===== src/rtl/prog_loader_pkg.sv =====
// Shared parameters and state encoding for the boot-time program loader.
package prog_loader_pkg;

  localparam int LOADER_WORD    = 32;
  localparam int LOADER_ADDR_W  = 8;
  localparam int LOADER_TIMEOUT = 1024;
  localparam int BYTE_W         = 8;

  typedef enum logic [2:0] {
    ST_IDLE  = 3'd0,
    ST_RECV  = 3'd1,
    ST_WRITE = 3'd2,
    ST_DONE  = 3'd3,
    ST_ERR   = 3'd4
  } loader_state_t;

endpackage


===== src/rtl/prog_loader_byte_packer.sv =====
// Assembles a little-endian word from a byte stream; byte k lands in word[8k+7:8k].
module byte_packer import prog_loader_pkg::*; #(
  parameter int WORD = LOADER_WORD
) (
  input  logic              clk,
  input  logic              reset,
  input  logic              clr,
  input  logic              push,
  input  logic [BYTE_W-1:0] data,
  output logic [WORD-1:0]   word_next,
  output logic              full
);

  localparam int BYTES = WORD / BYTE_W;
  localparam int CW    = $clog2(BYTES + 1);

  logic [WORD-1:0] word_r;
  logic [CW-1:0]   cnt_r;

  // Shifting right and inserting at the top leaves the first byte in the low lane.
  assign word_next = (word_r >> BYTE_W) | (WORD'(data) << (WORD - BYTE_W));
  // full marks the push that completes the word, so word_next is the whole word then.
  assign full      = push && (cnt_r == CW'(BYTES - 1));

  // Byte shift register and byte counter.
  always_ff @(posedge clk) begin
    if (reset || clr) begin
      word_r <= '0;
      cnt_r  <= '0;
    end else if (push) begin
      word_r <= word_next;
      cnt_r  <= cnt_r + CW'(1);
    end
  end

endmodule


===== src/rtl/prog_loader.sv =====
// Boot loader: receives a byte stream, packs words and writes them to memory
// while holding the core stalled.
module prog_loader import prog_loader_pkg::*; #(
  parameter int WORD    = LOADER_WORD,
  parameter int ADDR_W  = LOADER_ADDR_W,
  parameter int TIMEOUT = LOADER_TIMEOUT
) (
  input  logic              clk,
  input  logic              reset,
  input  logic              start_i,
  input  logic [ADDR_W:0]   len_i,
  input  logic              byte_valid_i,
  input  logic [7:0]        byte_data_i,
  output logic              byte_ready_o,
  output logic              mem_write,
  output logic [ADDR_W-1:0] mem_addr_o,
  output logic [WORD-1:0]   mem_in,
  output logic              stall_o,
  output logic              busy_o,
  output logic              done_o,
  output logic              err_o
);

  localparam int TW = $clog2(TIMEOUT + 1);
  localparam logic [ADDR_W:0] MAX_LEN = {1'b1, {ADDR_W{1'b0}}};

  loader_state_t   state_r, next_s;
  logic [ADDR_W:0] len_r, addr_r;
  logic [TW-1:0]   tmo_r;
  logic            xfer_s, pk_full_s, pk_clr_s;
  logic [WORD-1:0] pk_word_s;

  assign xfer_s   = byte_valid_i && byte_ready_o;
  assign pk_clr_s = (state_r != ST_RECV);

  byte_packer #(.WORD(WORD)) u_packer (
    .clk       (clk),
    .reset     (reset),
    .clr       (pk_clr_s),
    .push      (xfer_s),
    .data      (byte_data_i),
    .word_next (pk_word_s),
    .full      (pk_full_s)
  );

  // Next-state logic.
  always_comb begin
    next_s = state_r;
    case (state_r)
      ST_IDLE: begin
        if (!start_i)                next_s = ST_IDLE;
        else if (len_i == '0)        next_s = ST_DONE;
        else if (len_i > MAX_LEN)    next_s = ST_ERR;
        else                         next_s = ST_RECV;
      end
      ST_RECV: begin
        if (pk_full_s)                                 next_s = ST_WRITE;
        else if (!xfer_s && tmo_r == TW'(TIMEOUT - 1)) next_s = ST_ERR;
        else                                           next_s = ST_RECV;
      end
      ST_WRITE: begin
        if (addr_r + (ADDR_W + 1)'(1) == len_r) next_s = ST_DONE;
        else                                    next_s = ST_RECV;
      end
      ST_DONE: next_s = ST_IDLE;
      ST_ERR:  next_s = ST_IDLE;
      default: next_s = ST_IDLE;
    endcase
  end

  // State, counters and registered outputs (outputs follow the state being entered).
  always_ff @(posedge clk) begin
    if (reset) begin
      state_r      <= ST_IDLE;
      len_r        <= '0;
      addr_r       <= '0;
      tmo_r        <= '0;
      byte_ready_o <= 1'b0;
      mem_write    <= 1'b0;
      mem_addr_o   <= '0;
      mem_in       <= '0;
      stall_o      <= 1'b0;
      busy_o       <= 1'b0;
      done_o       <= 1'b0;
      err_o        <= 1'b0;
    end else begin
      state_r      <= next_s;
      byte_ready_o <= (next_s == ST_RECV);
      mem_write    <= (next_s == ST_WRITE);
      stall_o      <= (next_s inside {ST_RECV, ST_WRITE, ST_DONE});
      busy_o       <= (next_s != ST_IDLE);
      done_o       <= (next_s == ST_DONE);
      if (next_s == ST_WRITE) begin
        mem_addr_o <= addr_r[ADDR_W-1:0];
        mem_in     <= pk_word_s;
      end
      if (state_r == ST_IDLE && start_i) begin
        len_r  <= len_i;
        addr_r <= '0;
        err_o  <= 1'b0;
      end else if (state_r == ST_WRITE) begin
        addr_r <= addr_r + (ADDR_W + 1)'(1);
      end
      // Error flag is set last so a rejected start still leaves it high.
      if (next_s == ST_ERR) err_o <= 1'b1;
      if (state_r == ST_RECV && next_s == ST_RECV && !xfer_s) tmo_r <= tmo_r + TW'(1);
      else                                                    tmo_r <= '0;
    end
  end

endmodule


===== config.mk =====
export PLATFORM = sky130hd
export DESIGN_NAME = prog_loader
export DESIGN_NICKNAME = d
export VERILOG_FILES = /design/src/rtl/prog_loader_pkg.sv /design/src/rtl/prog_loader_byte_packer.sv /design/src/rtl/prog_loader.sv
export SDC_FILE = /design/constraint.sdc
export NUM_CORES = 1
export LEC_CHECK = 0
export ABC_CLOCK_PERIOD_IN_PS = 2700
export CAP_MARGIN = 15
export CORE_MARGIN = 5
export CORE_UTILIZATION = 49
export CTS_CLUSTER_SIZE = 10
export DETAILED_ROUTE_END_ITERATION = 6
export PLACE_DENSITY_LB_ADDON = 0.05
export SLEW_MARGIN = 25
export SYNTH_ARGS = -nofsm -noshare
export SYNTH_HDL_FRONTEND = slang
export SYNTH_SLANG_ARGS = --single-unit
export TNS_END_PERCENT = 1

===== constraint.sdc =====
create_clock -name clk -period 2.7 [get_ports clk]
set_clock_uncertainty 0.1 [all_clocks]
set_input_delay 0.54 -clock clk [delete_from_list [all_inputs] [get_ports clk]]
set_output_delay 0.54 -clock clk [all_outputs]
set_load 0.01 [all_outputs]

==> results of run 1 <==
cells by family (layout without fill, tap and decap cells):
logic type | Yosys count | in the layout
simple gates | 233 | 233
flops | 105 | 105
compound gates | 92 | 92
buf+inv | 41 | 102
xor+xnor | 28 | 28
fa+ha+maj | 4 | 4
mux | 2 | 2
worst max path at each step:
stage | startpoint | end | slack (ps) | depth (start not counted)
after floorplan | addr_r[1] | byte_ready_o | 790 | 8
after global placement | len_i[0] | byte_ready_o | 470 | 6
after detailed placement | byte_valid_i | mem_in[3] | 400 | 7
after CTS | addr_r[1] | byte_ready_o | 490 | 7
after global routing | addr_r[1] | byte_ready_o | 250 | 7
final | addr_r[1] | byte_ready_o | 480 | 7
sequential cells by signal, summed over array words and instances, names as in the netlist:
| name | cells |
|---|---|
| addr_r | 9 |
| busy_o | 1 |
| byte_ready_o | 1 |
| done_o | 1 |
| err_o | 1 |
| len_r | 9 |
| mem_addr_o | 8 |
| mem_in | 32 |
| mem_write | 1 |
| stall_o | 1 |
| state_r | 3 |
| tmo_r | 11 |
| u_packer.cnt_r | 3 |
| u_packer.word_r | 24 |
per-stage QoR:
| stage | cells | worst slack, ps | power [mW] | hold slack, ps |
|---|---|---|---|---|
| after floorplan | 505 | 794 | 1.69 | 318 |
| after CTS | 671 | 489 | 2.68 | 274 |
| after global routing | 671 | 249 | 2.75 | 283 |
| final | 671 | 483 | 2.64 | 292 |
| after global placement | 655 | 475 | 1.76 | 327 |
| after detailed placement | 655 | 400 | 1.76 | 345 |
final cells by class:
type,instances,share of cell area
sequential,105,0.420
multi-input combinational,359,0.359
timing repair buffer,78,0.151
tap,105,0.0262
clock buffer,9,0.0247
clock inverter,7,0.0127
inverter,8,0.00599
cells in the mapped netlist (2+ instances only):
master / number
sky130_fd_sc_hd__ha_1: 4
sky130_fd_sc_hd__nor2b_1: 2
sky130_fd_sc_hd__buf_1: 3
sky130_fd_sc_hd__and2_1: 2
sky130_fd_sc_hd__nand4_1: 5
sky130_fd_sc_hd__buf_2: 6
sky130_fd_sc_hd__clkbuf_1: 21
sky130_fd_sc_hd__dfxtp_1: 105
sky130_fd_sc_hd__mux2i_1: 2
sky130_fd_sc_hd__xor2_1: 14
sky130_fd_sc_hd__clkbuf_2: 3
sky130_fd_sc_hd__nor4b_1: 2
sky130_fd_sc_hd__nand2_1: 165
sky130_fd_sc_hd__nand2b_1: 2
sky130_fd_sc_hd__a31oi_1: 2
sky130_fd_sc_hd__inv_1: 7
sky130_fd_sc_hd__nor2_1: 33
sky130_fd_sc_hd__a21oi_1: 79
sky130_fd_sc_hd__xnor2_1: 14
sky130_fd_sc_hd__o21ai_0: 3
sky130_fd_sc_hd__nand3b_1: 2
sky130_fd_sc_hd__o2111ai_1: 2
sky130_fd_sc_hd__nor4_1: 3
sky130_fd_sc_hd__and3_1: 2
sky130_fd_sc_hd__nand3_1: 6
power by group through the flow:
stage	clock [mW]	combinational [mW]	sequential [mW]
after CTS	0.951	0.148	1.58
after global placement	0	0.146	1.61
final	0.917	0.146	1.58
after detailed placement	0	0.148	1.61
after global routing	1.01	0.162	1.58
after floorplan	0	0.0796	1.61
per-layer routing:
metal  track usage  routed length, um
met3        0.0547                581
met2         0.288               3940
met1         0.233               4090
met5             0                  0
met4        0.0491                 88
==> impl.org, run 1 <==
** CTS
- Clk Latency, worst-skew pair :: 360 ps
- The clock net in this run drives a total of roughly 110 sinks.
- In this run the deepest clock path goes through 2 buffers.
- TritonCTS built the clock tree.
- Count of instances resized after the clock tree is built :: 0
- Number of hold buffers added after CTS :: 0
- The tree is rooted in a sky130_fd_sc_hd__clkbuf_8.
- Buffers added to address setup during post-CTS repair amount to 0.
- Number of buffers created by CTS :: 9
- Clock slew at reported path FFs :: approximately 100 ps
- The H-tree generated during clock tree synthesis spans 3 levels.

** Timing
- Setup violations remaining at the end of the flow were counted as 0.
- Setup repair after global routing left no endpoint under its margin.
- Worst Tran Pin Value :: 570 ps
- Worst slew margin relative to its limit :: 0.620
- The worst path in the final design needs a cycle of about 2200 ps, including I/O delays and setup.
- Of the available clock period, the critical path in the final layout requires 0.821.
- Based on the critical path, the design can be clocked at up to around 450 MHz.
- The final count of pins violating max slew is 0.
- TNS Setup :: 0 ps
- The final hold violation count came to 0.

** Layout
- Of the cells placed in the final design, the portion with a size suffix greater than 1 is 0.0671.
- Leaving out fill and tap cells, the most frequent cell in the layout is sky130_fd_sc_hd__nand2_1.
- At the end of the flow the core is filled with cells to 0.616.
- Final Net Count :: slightly below 600
- The top cell types in the final layout, fill and taps aside, are sky130_fd_sc_hd__nand2_1 (165), sky130_fd_sc_hd__dfxtp_1 (105), sky130_fd_sc_hd__a21oi_1 (79).
- 0 antenna diodes ended up in the layout.
- Sequential cell area :: between 2000 and 2500 um2
- Relative to the synthesized area, the layout overhead comes to 23.2%.
- In the final layout, the multi-input gates occupy between 1500 and 2000 um2.
- Counting the fill cells in the layout gives approximately 760.
- After routing the design area is about 5000 um2.

** Global route
- Entering global routing, the biggest net connects 54 pins.
- The initial antenna violation count is 0.
- Across every metal layer, demand over resource in global routing totals 0.179.
- The via count of the first global-routing pass was ~3200.
- Total congestion overflow :: 0
- The first global-routing pass estimated between 10000 and 15000 um of wire.

** Power and ir drop
- Peak ir drop on the vdd network :: 318 uV
- Switching share of power :: 0.249
- Total net switching power :: 0.657 mW
- The share of total power dissipated in sequential elements is 0.597.
- Internal power contribution :: between 1.5 and 2 mW
- Fraction of power consumed by combinational cells :: 0.055
- Leakage Power :: about 1.6 nW
- For this design the ratio of total power to cell area is 527 nW/um2.
- Of the total power, the clock network draws 0.347.

** Yosys
- Arithmetic-cell share of the synthesized area counting full adders, half adders and majority gates :: 0.0123
- Xor/xnor cell area share of the yosys netlist :: 0.0603
- Post-synthesis sequential area ratio :: 0.517
- Post-synthesis share of cell area spent on and, or, nand and nor gates :: 0.245
- Counting every net in the synthesized netlist gives 530.
- Yosys synthesis warning count :: 0
- Register bit count reported by yosys :: 105
- Gate count after technology mapping :: between 500 and 600
- Main area contributors after synthesis :: sky130_fd_sc_hd__dfxtp_1 (52%), sky130_fd_sc_hd__nand2_1 (15%), sky130_fd_sc_hd__a21oi_1 (9.7%)
- Average size of a mapped cell :: 8.05 um2
- Number of flops mapped to enable cells by yosys :: 0
- Of the post-synthesis cell area, the dominant cell type holds 0.517.
- The compound-gate portion of the synthesized area was 0.121.
- The synthesized netlist contains between 40 and 50 unique library cells.
- Mux cell area share after synthesis :: 0.00492
- Main combinational cell family by area after synthesis :: simple AND/OR/NAND/NOR gates
- Among all flip-flop cells after synthesis, the most frequent one is sky130_fd_sc_hd__dfxtp_1.
- Async SR Flop Fraction :: 0
- The synthesized design spends more area on one cell type than any other, namely sky130_fd_sc_hd__dfxtp_1.
- Summing every instance area after synthesis gives 4070 um2.

** Worst setup path
- For the worst setup path, the data arrival time is approximately 2400 ps.
- Kind of cell adding the most delay to the critical path :: simple AND/OR/NAND/NOR gates
- Kind of start point of the critical path :: register
- Together, buffers and inverters on the worst path number 0.
- Critical Path Slowest Stage Cell :: sky130_fd_sc_hd__dfxtp_1
- Counting cells, the worst reg-to-reg path comes to 7.
- The worst register-to-register path ends at byte_ready_o.
- CP max stage delay :: around 450 ps
- Largest fanout on the critical path :: 7
- CP endpoint kind :: register
- The startpoint identified for the worst register-to-register timing path is addr_r[1].
- WS Path Type :: reg2reg
- Across all register-to-register paths, the minimum setup slack is roughly 480 ps.
- At the worst endpoint, the required time is approximately 2900 ps.
- Walking the worst path, the cells encountered are ha_1 > and4_1 > nand4_1 > xnor2_1 > nor4_1 > a31oi_1 > nor2b_1.

** Placement
- The count of buffers added on input and output ports is 66.
- After legalization and detailed placement, the total HPWL measured approximately 6000 um.
- Routability-driven placement finished with a final weighted congestion of roughly 0.77.
- After detailed placement, the total cell area comes to a little under 5000 um2.

** Outcome
- The flow ran to the end, and the final reports show no timing, DRC or antenna violations.

** Floorplanning
- Number of standard-cell rows in the floorplan :: 33
- For this configuration, the core starts out at a cell density of 0.500.
- The region available for standard cell placement spans between 8000 and 9000 um2.
- The floorplan step defined a die boundary enclosing ~10000 um2.
- For this design the top-level I/O count stands at 67.
- From left edge to right edge, the die measures 101 um.
- Vertical extent of the die :: a little over 100 um

** Hold path
- Class of the worst hold path :: in2reg
- Startpoint of the lowest-slack hold path :: reset
- Endpoint of the worst hold path :: stall_o
- Along the worst hold path, the cell count comes to 2.

** Route
- Ratio of routed vias to standard cells :: a little over 5
- The first detailed-routing pass ran for 4 iterations.
- The routed layout has between 3000 and 4000 vias.
- Routed wire per std cell :: roughly 13 um
- Total detailed-routing wirelength :: just under 9000 um
- In this run, the number of DRC markers left after iteration 0 of detailed routing was around 210.
- Post-route DRC violation count :: 0
- The detail route stage leaves a number of antenna-violating nets equal to 0.

** Flow run
- MaxCap Viol Count :: 0
Power figures use the tool's default switching activity.
==> inputs of run 2 (changes only) <==
- ABC_CLOCK_PERIOD_IN_PS: 2700 -> 1800
- CORE_UTILIZATION: 49 -> 47
- clock period: 2.7 -> 1.8 ns (I/O delays scaled with it)
==> run 2 against run 1 <==
  * The run now ends with setup timing left
  * Worst hold slack got worse by 170 ps
  * Critical path depth stayed put
  * Sequential cell count did not move
  * Critical endpoint unchanged
==> impl.org, run 2 (synthesized netlist as in run 1, its figures left out) <==
** CTS
- Clock slew at reported path FFs :: 100 ps
- TritonCTS built the clock tree.
- Buffers inserted during clock tree synthesis total 9.
- The tree built by TritonCTS fans out to between 100 and 150 sinks.
- Maximum number of buffers from clock root to sink :: 2
- For the worst-skew pair, the clock arrives at the later sink with an insertion delay of 360 ps.
- Root buffer cell :: sky130_fd_sc_hd__clkbuf_8
- After clock tree synthesis, the setup repair step added 0 buffers.
- In this run the number of H-tree levels came out at 3.

** Layout
- Leading cell type in the layout, fill and taps excluded :: sky130_fd_sc_hd__nand2_1
- The largest registers in the layout are mem_in x32, u_packer.word_r x24, tmo_r x11.
- Largest register by flop count :: mem_in
- Synthesis-to-layout area growth :: 32.0%
- Highest-count cells in the layout ignoring fill and taps :: sky130_fd_sc_hd__nand2_1 (165), sky130_fd_sc_hd__dfxtp_1 (99), sky130_fd_sc_hd__a21oi_1 (79)
- Ant diodes :: 0
- In the final layout, the multi-input gates occupy 1860 um2.
- After filler insertion, the fill cell instance count of the layout stands at 775.
- Number of flip-flops in the largest register :: 32
- Registers take around 2100 um2.
- Measured on the finished design, the core utilization comes to 0.625.
- Of the cells placed in the final design, the portion with a size suffix greater than 1 is 0.133.
- The finished cells cover around 5400 um2.
- Final Net Count :: 615

** Global route
- In the global route stage, overall resource usage came out at 0.184.
- Initial antenna violation count :: 0
- Entering global routing, the biggest net connects 54 pins.
- After global routing the overflow that remains totals 0.
- First-pass GRT wire length :: between 15000 and 20000 um
- Number of global-route vias before repair :: about 3300

** Worst setup path
- Number of stages on the worst setup path :: 7
- CP max stage delay :: 370 ps
- Counting both buffers and inverters, the worst setup path holds a total of 0.
- For this design, the slowest cell found on the critical path is sky130_fd_sc_hd__dfxtp_2.
- STA classifies the critical path startpoint as a register.
- The startpoint identified for the worst register-to-register timing path is addr_r[0].
- Kind of cell adding the most delay to the critical path :: simple AND/OR/NAND/NOR gates
- Depth of the worst register-to-register path :: 7
- STA puts the critical path data arrival time at approximately 2100 ps.
- The worst setup path is captured at a register.
- Largest fanout on the critical path :: 4
- At the worst endpoint, the required time is about 2000 ps.
- Critical path launch point :: addr_r[0]
- By startpoint and endpoint, the worst setup path is classified as reg2reg.
- Setup slack of the worst register-to-register path :: -120 ps
- The signal on the critical path passes through ha_4 > and4_4 > nand4_1 > xnor2_2 > nor4_2 > a31oi_2 > nor2b_1.

** Route
- Ratio of routed vias to standard cells :: between 4 and 5
- Dividing the detail-routed wire length by the instance count gives around 13 um.
- Post-detailed-route count of antenna-violating nets :: 0
- For this block, the via count after detailed routing is approximately 3500.
- The detailed router finished its first iteration with between 100 and 150 violations.
- Post-route DRC violation count :: 0
- Total detailed-routing wirelength :: a little over 9000 um
- The first detailed-routing pass took 4 iterations.

** Power and ir drop
- Leakage Power :: about 1.9 nW
- Power density over cell area :: ~770 nW/um2
- Internal power contribution :: around 3.2 mW
- The share of total power dissipated in the clock network is 0.366.
- Fraction of power consumed by combinational cells :: 0.061
- Post-layout total power :: between 4 and 5 mW
- Across the VDD grid, the largest voltage drop is 519 uV.
- Switching share of power :: 0.233
- Total net switching power :: roughly 0.96 mW
- Of the total power, registers draw 0.573.

** Hold path
- Class of the worst hold path :: in2reg
- The worst hold path was traced through 2 stages.
- Startpoint of the lowest-slack hold path :: reset

** Floorplanning
- Core outline area :: between 8000 and 9000 um2
- For this configuration, the core starts out at a cell density of 0.473.
- Vertical extent of the die :: 103 um
- Number of standard-cell rows in the floorplan :: 34
- The die covers around 11000 um2.
- For this design the top-level I/O count stands at 67.
- Die span in x :: just over 100 um

** Placement
- Total of buffers placed on input and output ports :: 66
- Detailed Place HPWL :: approximately 6600 um
- Post-DP Area :: 5090 um2
- At the end of routability-driven placement, the weighted congestion stood at a little under 0.8.

** Timing
- Final WS setup :: -119 ps
- Based on the critical path, the design can be clocked at up to between 500 and 600 MHz.
- For the pin with the worst max-slew slack, the measured transition is 570 ps.
- The worst pin sits at a relative slew slack of 0.620.
- The final hold violation count came to 0.
- Post-layout minimum cycle time :: between 1500 and 2000 ps
- The final count of pins violating max slew was 0.
- Hold Worst Slack :: between 100 and 150 ps
- Final cycle utilization of the critical path :: 1.07
- Endpoints failing setup :: 7
- Setup repair after global routing missed its margin :: yes

** Outcome
- Failing checks :: setup timing
- Result of the run :: finished, violations left

** Flow run
- Max-cap violations in this run came to 0.
==> run 2: cell types whose count changed in the layout (fill, tap and decap cells not counted), sizes merged <==
cell,change
dlymetal6s2s,+4
clkbuf,+1
buf,+29
bufinv,+1
clkdlybuf4s50,-4
clkinv,-2
==> run 2: final timing paths <==
check,end
worst max register to register,byte_ready_o
worst min register to register,mem_in[0]
worst min-delay path,stall_o
worst max-delay path,byte_ready_o
==> run 2: area by class of cell <==
cell class | count | area share
flip-flops and latches | 105 | 0.393
multi-input cells | 359 | 0.346
repair buffers | 107 | 0.191
clock buffers | 10 | 0.0256
well taps | 108 | 0.0252
clock inverters | 6 | 0.0138
inverters | 8 | 0.00559
==> run 2: per-stage QoR <==
step / std cells / TNS (ps) / setup WS [ps]
2_1_floorplan: 505 / -2.85 / -2.85
4_1_cts: 703 / -355 / -113
5_1_grt: 703 / -1470 / -273
6_report: 703 / -471 / -119
3_5_place_dp: 687 / -7680 / -183
3_3_place_gp: 687 / -6380 / -161
==> run 2: repair_timing <==
item                       in CTS  in global routing
resized for setup               9                  8
setup endpoints to repair      16                 21
hold buffers                    0                  0
pin swaps                       3                  2
==> run 2: per-layer routing <==
metal / routed length, um / GRT usage / vias up
li1: - / - / 1809
met1: 4140 / 0.237 / 1609
met5: 0 / 0 / -
met4: 89 / 0.0448 / 0
met3: 571 / 0.0602 / 9
met2: 4390 / 0.299 / 56
==> run 2: power groups by stage <==
stage	Sequential, mW	Clock, mW	Combinational [mW]
after floorplan	2.42	0	0.119
after global placement	2.42	0	0.243
after detailed placement	2.42	0	0.245
after CTS	2.36	1.56	0.249
after global routing	2.37	1.66	0.276
final	2.36	1.51	0.250
